===== src/rtl/dma_burst_sequencer.sv =====
// dma_burst_sequencer: splits one descriptor into bounded bursts, tracks in-flight
// bursts through a size FIFO and reports completion and sticky response errors.
module dma_burst_sequencer #(
    parameter int SIZE_WIDTH      = 16,
    parameter int LEN_WIDTH       = 24,
    parameter int ADDR_WIDTH      = 32,
    parameter int MAX_OUTSTANDING = 4,
    parameter int MAX_BURST_BYTES = 256
) (
    input  logic                  clk,
    input  logic                  reset,
    input  logic                  desc_valid,
    output logic                  desc_ready,
    input  logic [ADDR_WIDTH-1:0] desc_addr,
    input  logic [LEN_WIDTH-1:0]  desc_len_bytes,
    input  logic                  desc_is_dram,
    input  logic [SIZE_WIDTH-1:0] desc_burst_bytes,
    output logic                  req_valid,
    input  logic                  req_ready,
    output logic                  req_is_dram,
    output logic [SIZE_WIDTH-1:0] req_size_bytes,
    output logic [ADDR_WIDTH-1:0] req_addr,
    input  logic                  resp_valid,
    input  logic [SIZE_WIDTH-1:0] resp_size_bytes,
    output logic                  busy,
    output logic                  done,
    output logic [4:0]            outstanding,
    output logic [LEN_WIDTH-1:0]  bytes_issued,
    output logic [LEN_WIDTH-1:0]  bytes_completed,
    output logic                  err_size,
    output logic                  err_unexpected
);
    typedef enum logic [1:0] {S_IDLE, S_ISSUE, S_DRAIN, S_DONE} state_t;
    localparam int PW = MAX_OUTSTANDING > 1 ? $clog2(MAX_OUTSTANDING) : 1;
    localparam logic [SIZE_WIDTH-1:0] MAXB = SIZE_WIDTH'(MAX_BURST_BYTES);
    localparam logic [4:0] MAXO = 5'(MAX_OUTSTANDING);
    localparam logic [PW-1:0] LASTP = PW'(MAX_OUTSTANDING - 1);

    state_t                r_state, w_next;
    logic [ADDR_WIDTH-1:0] r_addr;
    logic [LEN_WIDTH-1:0]  r_remaining, r_issued, r_completed, w_rem_n;
    logic [SIZE_WIDTH-1:0] r_burst, r_req_size, w_burst_eff, w_burst_n, w_req_size_n, w_head;
    logic [SIZE_WIDTH-1:0] r_fifo [MAX_OUTSTANDING];
    logic [PW-1:0]         r_wp, r_rp;
    logic [4:0]            r_outstanding, w_out_n;
    logic                  r_is_dram, r_req_valid, r_desc_ready, r_busy, r_done;
    logic                  r_err_size, r_err_unexp;
    logic                  w_desc_acc, w_req_acc, w_pop, w_stray, w_req_valid_n;

    assign w_desc_acc  = desc_valid & r_desc_ready;
    assign w_req_acc   = r_req_valid & req_ready;
    assign w_pop       = resp_valid & (r_outstanding != '0);
    assign w_stray     = resp_valid & (r_outstanding == '0);
    assign w_head      = r_fifo[r_rp];
    assign w_burst_eff = (desc_burst_bytes == '0 || desc_burst_bytes > MAXB) ? MAXB : desc_burst_bytes;
    assign w_burst_n   = w_desc_acc ? w_burst_eff : r_burst;
    assign w_rem_n     = w_desc_acc ? desc_len_bytes :
                         w_req_acc  ? r_remaining - LEN_WIDTH'(r_req_size) : r_remaining;
    assign w_out_n     = r_outstanding + {4'd0, w_req_acc} - {4'd0, w_pop};

    always_ff @(posedge clk) begin
        r_state <= reset ? S_IDLE : w_next;
    end

    always_comb begin
        w_next = r_state;
        case (r_state)
            S_IDLE:  if (w_desc_acc) w_next = desc_len_bytes != '0 ? S_ISSUE : S_DONE;
            S_ISSUE: if (w_req_acc && w_rem_n == '0) w_next = S_DRAIN;
            S_DRAIN: if (r_outstanding == '0) w_next = S_DONE;
            default: w_next = S_IDLE;
        endcase
    end

    // Request outputs are computed from next-cycle values so they can be registered.
    always_comb begin
        w_req_valid_n = w_next == S_ISSUE && w_out_n < MAXO && w_rem_n != '0;
        w_req_size_n  = w_rem_n < LEN_WIDTH'(w_burst_n) ? SIZE_WIDTH'(w_rem_n) : w_burst_n;
    end

    always_ff @(posedge clk) begin
        if (reset) begin
            r_desc_ready  <= 1'b1;
            r_busy        <= 1'b0;
            r_done        <= 1'b0;
            r_req_valid   <= 1'b0;
            r_req_size    <= '0;
            r_outstanding <= '0;
            r_remaining   <= '0;
            r_burst       <= '0;
            r_addr        <= '0;
            r_is_dram     <= 1'b0;
            r_issued      <= '0;
            r_completed   <= '0;
            r_err_size    <= 1'b0;
            r_err_unexp   <= 1'b0;
            r_wp          <= '0;
            r_rp          <= '0;
        end else begin
            r_desc_ready  <= w_next == S_IDLE;
            r_busy        <= w_next != S_IDLE;
            r_done        <= w_next == S_DONE;
            r_req_valid   <= w_req_valid_n;
            r_req_size    <= w_req_size_n;
            r_outstanding <= w_out_n;
            r_remaining   <= w_rem_n;
            r_burst       <= w_burst_n;
            r_addr        <= w_desc_acc ? desc_addr : w_req_acc ? r_addr + ADDR_WIDTH'(r_req_size) : r_addr;
            r_is_dram     <= w_desc_acc ? desc_is_dram : r_is_dram;
            r_issued      <= w_desc_acc ? '0 : w_req_acc ? r_issued + LEN_WIDTH'(r_req_size) : r_issued;
            r_completed   <= w_desc_acc ? '0 : w_pop ? r_completed + LEN_WIDTH'(w_head) : r_completed;
            r_err_size    <= (r_err_size & ~w_desc_acc) | (w_pop & (resp_size_bytes != w_head));
            r_err_unexp   <= (r_err_unexp & ~w_desc_acc) | w_stray;
            r_wp          <= w_req_acc ? (r_wp == LASTP ? '0 : r_wp + 1'b1) : r_wp;
            r_rp          <= w_pop ? (r_rp == LASTP ? '0 : r_rp + 1'b1) : r_rp;
        end
    end

    always_ff @(posedge clk) begin
        if (w_req_acc) r_fifo[r_wp] <= r_req_size;
    end

    assign desc_ready      = r_desc_ready;
    assign req_valid       = r_req_valid;
    assign req_is_dram     = r_is_dram;
    assign req_size_bytes  = r_req_size;
    assign req_addr        = r_addr;
    assign busy            = r_busy;
    assign done            = r_done;
    assign outstanding     = r_outstanding;
    assign bytes_issued    = r_issued;
    assign bytes_completed = r_completed;
    assign err_size        = r_err_size;
    assign err_unexpected  = r_err_unexp;
endmodule


===== config.mk =====
export PLATFORM = sky130hd
export DESIGN_NAME = dma_burst_sequencer
export DESIGN_NICKNAME = d
export VERILOG_FILES = /design/src/rtl/dma_burst_sequencer.sv
export SDC_FILE = /design/constraint.sdc
export NUM_CORES = 1
export LEC_CHECK = 0
export ABC_AREA = 0
export CAP_MARGIN = 5
export CORE_MARGIN = 3
export CORE_UTILIZATION = 59
export DETAILED_ROUTE_END_ITERATION = 16
export HOLD_SLACK_MARGIN = 0.08
export PLACE_DENSITY = 0.87
export RECOVER_POWER = 50
export SYNTH_ARGS = -nofsm -noshare
export SYNTH_HDL_FRONTEND = slang
export SYNTH_SLANG_ARGS = --single-unit

===== constraint.sdc =====
create_clock -name clk -period 10.25 [get_ports clk]
set_input_delay 1.5375 -clock clk [delete_from_list [all_inputs] [get_ports clk]]
set_output_delay 1.5375 -clock clk [all_outputs]
set_load 0.05 [all_outputs]

Word-level counts from Yosys, hierarchy flattened
Memory sizes are Yosys's and may differ from the RTL's. A register that Yosys moved wholly into a read port is not among the register bits.
Index checks and enable logic that the tools add are counted.
{"block": "totals", "reg_bits": 154, "ramBits": 64, "input_bits": 94, "out_inout_bits": 108, "elab_cells": 79, "n_memories": 1}
{"name": "r_fifo", "depth": 4, "word_bits": 16, "rd": 1, "rd_clocked_by_memory_dff": 1, "write_ports": 1, "line": "43", "source": "logic [SIZE_WIDTH-1:0] r_fifo [MAX_OUTSTANDING];"}
{"block": "op_classes", "n_addsub": 8, "magnitude_cmp": 3, "eq_ne": 7, "mux": 18, "bitwise_logic": 10, "n_reduce_logical": 15}
{"operator": "$mux 32", "count": 2}
{"operator": "$add 24x16->24", "count": 2}
{"operator": "$mux 16", "count": 3}
{"operator": "$mux 24", "count": 2}
{"operator": "$reduce_bool 24->1", "count": 2}
{"operator": "$add 32x16->32", "count": 1}
{"operator": "$logic_not 24->1", "count": 1}
{"operator": "$lt 24x16->1", "count": 1}
{"operator": "$sub 24x16->24", "count": 1}
{"operator": "$gt 16x9->1 const B", "count": 1}
{"operator": "$logic_not 16->1", "count": 1}
{"operator": "$mux 2", "count": 8}
{"operator": "$ne 16x16->1", "count": 1}
{"operator": "$eq 2x2->1 const B", "count": 4}
{"operator": "$and 1x1->1", "count": 7}
{"operator": "$pmux 2 s3", "count": 1}
{"operator": "$add 5x1->5", "count": 1}
{"operator": "$logic_not 5->1", "count": 1}
{"operator": "$lt 5x3->1 const B", "count": 1}
{"operator": "$reduce_bool 5->1", "count": 1}
{"operator": "$sub 5x1->5", "count": 1}
{"operator": "$add 2x1->2 const B", "count": 2}
{"operator": "$eq 2x1->1 const B", "count": 2}
{"operator": "$logic_not 2->1", "count": 2}
{"operator": "other kinds (7)", "count": 12}

Longest topological paths before layout
Gate-level depths: netlist of the first run.
{"block": "logic_depth", "depth_word": 10, "mapped_depth": 20, "ltp_nobuf": 19}

Worst setup path after synthesis of the first run
OpenSTA, ideal clock, no wires.
{"block": "synth_timing", "kind": "input to register", "start": "input port desc_valid", "end": "register r_req_size[10] (netlist: req_size_bytes[10])", "setup_time_ns": 0.121, "arrival_time_ns": 4.667, "t_required_ns": 10.129, "path_slack_ns": 5.462, "stages": 17, "path_buffers": 5, "path_cell_list": "nand2_1 buf_6 clkbuf_1 buf_1 buf_1 nand2_1 ha_1 a21o_1 a21oi_1 nor2b_1 o21ai_0 nand2b_1 a21oi_1 o21ai_0 nor3_4 buf_12 mux2_4"}
{"block": "synth_via", "elab_chain_cells": 4, "word_cells_on_any_way": 5, "classes_between": "order compare (1); mux (3); bitwise (1)"}
{"item": "from (decl)", "line": "12", "source": "input logic desc_valid,"}
{"item": "$and 1x1->1 *", "line": "50", "source": "assign w_desc_acc = desc_valid & r_desc_ready;"}
{"item": "$mux 24 / $mux 16 (equally long branches)", "line": "57, 56"}
{"item": "$lt 24x16->1", "line": "78", "source": "w_req_size_n = w_rem_n < LEN_WIDTH'(w_burst_n) ? SIZE_WIDTH'(w_rem_n) : w_burst_n;"}
{"item": "$mux 16 *", "line": "78"}
{"item": "to (signal assigned)", "line": "104", "source": "r_req_size <= w_req_size_n;"}
{"item": "to (decl)", "line": "42", "source": "logic [SIZE_WIDTH-1:0] r_burst, r_req_size, w_burst_eff, w_burst_n, w_req_size_n, w_head;"}
Every way passes the cells marked *; elsewhere a longest branch is shown, timed or not.
A chain may end at the register's enable or synchronous reset.

Final worst setup path of the first run
{"block": "layout_timing", "start": "input port req_ready", "end": "register r_req_size[1] (netlist: req_size_bytes[1])"}
{"block": "layout_via", "elab_chain_cells": 5}
{"item": "from (decl)", "line": "19", "source": "input logic req_ready,"}
{"item": "$and 1x1->1", "line": "51", "source": "assign w_req_acc = r_req_valid & req_ready;"}
{"item": "$mux 24", "line": "58", "source": "w_req_acc ? r_remaining - LEN_WIDTH'(r_req_size) : r_remaining;"}
{"item": "$mux 24", "line": "57", "source": "assign w_rem_n = w_desc_acc ? desc_len_bytes :"}
{"item": "named net w_rem_n[11]", "line": "41", "source": "logic [LEN_WIDTH-1:0] r_remaining, r_issued, r_completed, w_rem_n;"}
{"item": "$lt 24x16->1", "line": "78"}
{"item": "$mux 16", "line": "78"}
The timed path passes the listed nets, and every way through them passes these cells.

==> results.json, run 1 <==
{
  "grt_max_degree": 89,
  "yosys.area_share.xor_xnor": 0.0555,
  "arrival_ns": 6.62,
  "holdCritPathClass": "flop to flop",
  "pin_count": 202,
  "via_count": 11025,
  "grt_overflow": 0,
  "yosys_most_used_dff": "dfxtp_1",
  "synthMuxAreaShare": 0.0488,
  "synth_adder_area_share": 0.0984,
  "fin_crit_ns": 6.21,
  "start_kind": "input port",
  "utilization": 0.748,
  "syn_avg_cell_area_sq_um": 9.38,
  "totalWireLength_um": 34400,
  "synth_compound_area_frac": 0.168,
  "grt_pass1_wl_um": 53800,
  "ys_ff_latch": 220,
  "power_density_nw_per_um2": 166,
  "ys_async_sr_fraction": 0,
  "path_max_fanout": 54,
  "cts_inserted_buffers": 24,
  "synth_simple_gate_area_frac": 0.181,
  "yosysWarnings": 0,
  "rsz0062_at_grt": "false",
  "max-slew-margin-rel": -1.55,
  "synthTopCellsByArea": "dfxtp_1 25%, edfxtp_1 15%, ha_1 9.0%, nor2_1 4.4%, a21oi_1 4.1%",
  "path_clk_slew_ns": 0.06,
  "violations": "max-capacitance violations, max-slew violations",
  "wl_per_cell_um": 19.1,
  "nets": 1699,
  "drive_gt1_frac": 0.0694,
  "area_growth_syn_to_layout_pct": 23.0,
  "ant_nets": 0,
  "fmax_ghz": 0.161,
  "fin_skew_ns": 0.0169,
  "tightestPinTransition_ns": 3.82,
  "syn_area_sq_um": 12500,
  "cts_tree": "yes",
  "dieArea_sq_um": 22900,
  "htreeDepth": 1,
  "drc": 0,
  "worstSetupEndpointType": "flop",
  "status": "finished with violations",
  "max_stage_delay_ns": 0.89,
  "dp.final_hpwl_um": 24500,
  "worst-path-buf-inv": 4,
  "layout_commonest_cell": "dfxtp_1",
  "timing.setup.critical_path_class": "input port to flop",
  "drtIter0Drc": 854,
  "syn_nets": 1517,
  "start_util": 0.608,
  "leakage_uw": 0.00613,
  "antenna_cells": 0,
  "synth_edf_count": 64,
  "first_pass_iters": 5,
  "ys_seq_area_frac": 0.405,
  "power_uw": 2550,
  "cts_sinks": 220,
  "gp_congestion": 0.997,
  "rows": 52,
  "post_cts_buffers": 0,
  "ys_types": 81,
  "setup_viol": 0,
  "yosysTopAreaCellShare": 0.251,
  "fill_cells": 1415,
  "routed_via_density": 6.13,
  "clock_latency_ns": 0.53,
  "hold_violations": 0,
  "drv_slew": 130,
  "grt_pass1_vias": 10579,
  "hold_buffers": 0,
  "cts-resized-gates": 0,
  "critPathTopFamily": "simple AND/OR/NAND/NOR gates",
  "io_buffers": 201,
  "synthCells": 1328,
  "die_y_um": 151,
  "fin_crit_sh": 0.606,
  "die_x_um": 151,
  "fin_setup_tns_ns": 0,
  "max-cap-violations": 2,
  "grt_usage": 0.295,
  "critPathSlowestCell": "nor3_4",
  "final_cell_mix": "156 x dfxtp_1, 155 x clkdlybuf4s50_1, 147 x nor2_1",
  "antenna_found_initial": 0,
  "cts.path.max_buffers": 3,
  "core_area_sq_um": 20500,
  "synth_top_family_by_area": "simple AND/OR/NAND/NOR gates",
  "cp_cell_sequence": "dlygate4sd3_1, and2_1, buf_4, inv_2, buf_4, nand2_1, nand2_1, a211oi_1, nor2_1, ha_1, nor2b_1, o21ai_0, nand2b_1, a21oi_1, o21ai_0, nor3_4, mux2_2",
  "clockRootBuffer": "clkbuf_16",
  "ir_worst_vdd_v": 0.000114,
  "yosysTopAreaCell": "dfxtp_1",
  "crit_required_ns": 10.66
}
==> where the power goes <==
| group | internal [uW] | total [uW] | switching [uW] |
|---|---|---|---|
| logic | 272 | 712 | 440 |
| registers | 941 | 1000 | 61.2 |
| clock network | 481 | 838 | 357 |
| total | 1690 | 2550 | 859 |
==> cell families after synthesis <==
| logic type | count (synthesis) |
|---|---|
| buf+inv | 115 |
| flops | 220 |
| compound gates | 317 |
| fa+ha+maj | 95 |
| simple gates | 467 |
| xor+xnor | 79 |
| mux | 35 |
==> metrics by stage <==
stage	hold slack [ns]	area, sq um	std cells	worst slack [ns]
after floorplan	0.434	12500	1328	5.46
after global placement	0.450	14600	1754	3.92
after detailed placement	0.457	14600	1754	3.72
after CTS	0.471	15300	1798	4.24
after global routing	0.486	15300	1798	3.67
final	0.466	15300	1798	4.04
==> sequential cells by signal, indices dropped and copies added (netlist names), 2 cells and up, named ones only <==
register         flops
bytes_issued        24
req_addr            32
r_fifo              64
r_remaining         24
bytes_completed     24
r_state              2
r_rp                 2
r_wp                 2
outstanding          5
r_burst             16
req_size_bytes      16
==> final cells by class <==
type	count	area (sq um)	area share
Multi-Input combinational cell	993	6890	0.449
Sequential cell	220	5040	0.329
Timing Repair Buffer	209	2060	0.134
Clock buffer	31	657	0.0428
Tap cell	270	338	0.0220
Inverter	62	233	0.0152
Clock inverter	13	111	0.00726
==> worst paths after layout <==
kind                                start                            to  slack [ns]  cells past startpoint
max                             req_ready  req_size_bytes[1]$_SDFF_PP0_        4.04                     17
min reg2reg      req_is_dram$_SDFFE_PP0P_      req_is_dram$_SDFFE_PP0P_        0.47                      2
min              req_is_dram$_SDFFE_PP0P_      req_is_dram$_SDFFE_PP0P_        0.47                      2
max reg2reg  req_size_bytes[1]$_SDFF_PP0_  req_size_bytes[1]$_SDFF_PP0_        4.88                     19
==> tightest hold or removal path, delay by kind of cell (launching register included) <==
kind,cells,cell delay [ns]
AND/OR/NAND/NOR,1,0.05
AO/OA/AOI/OAI,1,0.06
flip-flops,1,0.31
==> per-layer routing <==
| metal | track usage | wire [um] | vias to the layer above |
|---|---|---|---|
| li1 | - | - | 5187 |
| met4 | 0.109 | 1400 | 0 |
| met5 | 0 | 0 | - |
| met1 | 0.389 | 13900 | 5211 |
| met3 | 0.0476 | 2860 | 99 |
| met2 | 0.491 | 16200 | 528 |
==> cells in the mapped netlist, types with 39 or more instances <==
master and count:
dfxtp_1 156, xor2_1 46, a211oi_1 42, ha_1 90, nor3_1 39, a21oi_1 101
nand2_1 125, o21ai_0 48, inv_1 60, nor2_1 147, edfxtp_1 64
(Power assumes the default switching activity.)
==> inputs of run 2 (changes only) <==
CORE_UTILIZATION = 49   (was 59)
PLACE_DENSITY = 0.77   (was 0.87)
clock period = 5.2 ns   (was 10.25 ns; I/O delays follow)
==> run 2 against run 1 <==
The flow still finishes with violations (max-capacitance violations, max-slew violations). Critical endpoint is now req_size_bytes[4]$_SDFF_PP0_. Largest cell class unchanged. Non-clock buffer count grew 20. Die area grew 20%. Global-route usage shrank 4.4 points. Register-to-register slack lost 4.3 ns. Clock-buffer cell count grew 4. Design area grew 1.1%. Final cell count grew 4.2%. Combinational power grew 100%. Sequential cell count is the same. Core utilization shrank 12 points. Power grew 99%. Clock skew grew 0.0050 ns. Critical path type is now flop to flop.
==> results.json, run 2 (synthesized netlist as in run 1, its figures left out) <==
{
  "setup_ws_ns": 0.554,
  "max-cap-violations": 1,
  "holdCritPathClass": "flop to flop",
  "gp_congestion": 0.951,
  "start_kind": "flop",
  "nets": 1720,
  "ir_worst_vdd_v": 0.000215,
  "pin_count": 202,
  "setup_viol": 0,
  "r2r_setup_slack_ns": 0.55,
  "drive_gt1_frac": 0.0704,
  "power_density_nw_per_um2": 328,
  "multi_input_area_sq_um": 6880,
  "rr_endpoint": "req_size_bytes[4]$_SDFF_PP0_",
  "top_usage_layer": "met2",
  "antenna_cells": 0,
  "grt_max_degree": 78,
  "ff_latch_area_sq_um": 5040,
  "utilization": 0.628,
  "cts_sinks": 220,
  "grt_pass1_wl_um": 54600,
  "post_cts_buffers": 0,
  "start_util": 0.505,
  "place_ws_ns": 0.455,
  "cts_inserted_buffers": 25,
  "htreeDepth": 1,
  "use_met1": 0.325,
  "path_max_fanout": 16,
  "fin_crit_sh": 0.894,
  "fin_crit_ns": 4.65,
  "hold_buffers": 0,
  "grt_pass1_vias": 10600,
  "arrival_ns": 5.05,
  "reg2reg_depth": 19,
  "tightestPinTransition_ns": 3.11,
  "core_area_sq_um": 24700,
  "timing.setup.critical_path_class": "flop to flop",
  "layout_commonest_cell": "clkdlybuf4s50_1",
  "drtIter0Drc": 679,
  "clock_latency_ns": 0.53,
  "cts_tree": "yes",
  "min_delay_path_depth": 2,
  "min_to": "req_is_dram$_SDFFE_PP0P_",
  "antenna_found_initial": 1,
  "first_pass_iters": 5,
  "worstSetupEndpointType": "flop",
  "final_cell_mix": "167 x clkdlybuf4s50_1, 156 x dfxtp_1, 147 x nor2_1",
  "dieArea_sq_um": 27400,
  "violations": "max-capacitance violations, max-slew violations",
  "clockRootBuffer": "clkbuf_16",
  "worstHoldStart": "req_is_dram$_SDFFE_PP0P_",
  "reg2reg_from": "req_size_bytes[1]$_SDFF_PP0_",
  "rsz0062_at_grt": "false",
  "status": "finished with violations",
  "grt_overflow": 0,
  "via_count": 10793,
  "fill_cells": 2101,
  "fmax_ghz": 0.215,
  "dp.final_hpwl_um": 25600,
  "drv_slew": 65,
  "grtUsageMet3": 0.0486,
  "drc": 0,
  "io_buffers": 201,
  "top_register": "r_fifo",
  "cp_cell_sequence": "clkbuf_1, fa_1, nor2b_1, o31a_1, o31ai_2, o21ai_1, xor2_1, o221ai_1, inv_1, ha_1, a21oi_1, nor2b_1, o21ai_0, nand2b_1, a21oi_1, o21ai_0, nor3_4, buf_4, mux2_2",
  "die_x_um": 165,
  "hold_violations": 0,
  "fin_skew_ns": 0.0219,
  "cts-resized-gates": 0,
  "crit_required_ns": 5.61,
  "leakage_uw": 0.00615,
  "max-slew-margin-rel": -1.07,
  "ant_nets": 0,
  "use_met2": 0.422,
  "grt_usage": 0.251,
  "totalWireLength_um": 35200,
  "max_stage_delay_ns": 0.49,
  "area_growth_syn_to_layout_pct": 24.3,
  "cts.path.max_buffers": 3,
  "critPathSlowestCell": "o31ai_2",
  "fin_setup_tns_ns": 0,
  "routed_via_density": 5.76,
  "rows": 57,
  "path_clk_slew_ns": 0.06,
  "die_y_um": 165,
  "largest_reg_flops": 64,
  "wl_per_cell_um": 18.8
}
[run 2: cell count changes in the layout (fill, tap and decap cells not counted), sizes merged]
cell and change:
clkbuf +17, dlygate4sd3 -12, inv +2, buf +7, clkinv -2, clkdlybuf4s50 +12
clkinvlp -3
[run 2: area by class of cell]
cell class / instances / share of cell area
clock inverters: 10 / 0.00549
well taps: 324 / 0.0262
flip-flops and latches: 220 / 0.326
multi-input cells: 993 / 0.444
clock buffers: 35 / 0.0441
inverters: 62 / 0.0150
repair buffers: 229 / 0.140
[run 2: where the power goes]
part           switching, uW  total (uW)  internal, uW  leakage, uW
clock                    714        1680           969     0.000381
sequential              97.8        1950          1860      0.00200
combinational            896        1440           543      0.00377
[run 2: how the worst max path moves through the flow]
| stage | cells past startpoint | to | start |
|---|---|---|---|
| after floorplan | 20 | req_size_bytes[10]$_SDFF_PP0_ | req_size_bytes[1]$_SDFF_PP0_ |
| after global placement | 17 | req_size_bytes[4]$_SDFF_PP0_ | req_ready |
| after detailed placement | 17 | req_size_bytes[4]$_SDFF_PP0_ | req_ready |
| after CTS | 20 | req_size_bytes[4]$_SDFF_PP0_ | req_size_bytes[1]$_SDFF_PP0_ |
| after global routing | 19 | req_size_bytes[4]$_SDFF_PP0_ | req_size_bytes[1]$_SDFF_PP0_ |
| final | 19 | req_size_bytes[4]$_SDFF_PP0_ | req_size_bytes[1]$_SDFF_PP0_ |
[run 2: per-layer routing]
metal | vias to the layer above | routed length (um)
li1 | 5235 | -
met3 | 69 | 2570
met1 | 5128 | 14800
met5 | - | 14
met2 | 359 | 16600
met4 | 2 | 1120
[run 2: stage by stage]
step	hold slack [ns]	instance area (sq um)	total power, uW	cells
after floorplan	0.434	12500	2960	1328
after global placement	0.445	14800	3380	1828
after CTS	0.461	15600	5100	1873
final	0.456	15500	5070	1873
after global routing	0.479	15500	5300	1873
after detailed placement	0.450	14800	3410	1828
[run 2: worst max-delay path: cells and delay by family (launching register included)]
| kind | cells | cell delay [ns] |
|---|---|---|
| fa+ha+maj | 2 | 0.63 |
| flops | 1 | 0.32 |
| mux | 1 | 0.38 |
| compound gates | 8 | 1.80 |
| buf+inv | 3 | 0.81 |
| xor+xnor | 1 | 0.17 |
| simple gates | 4 | 0.38 |
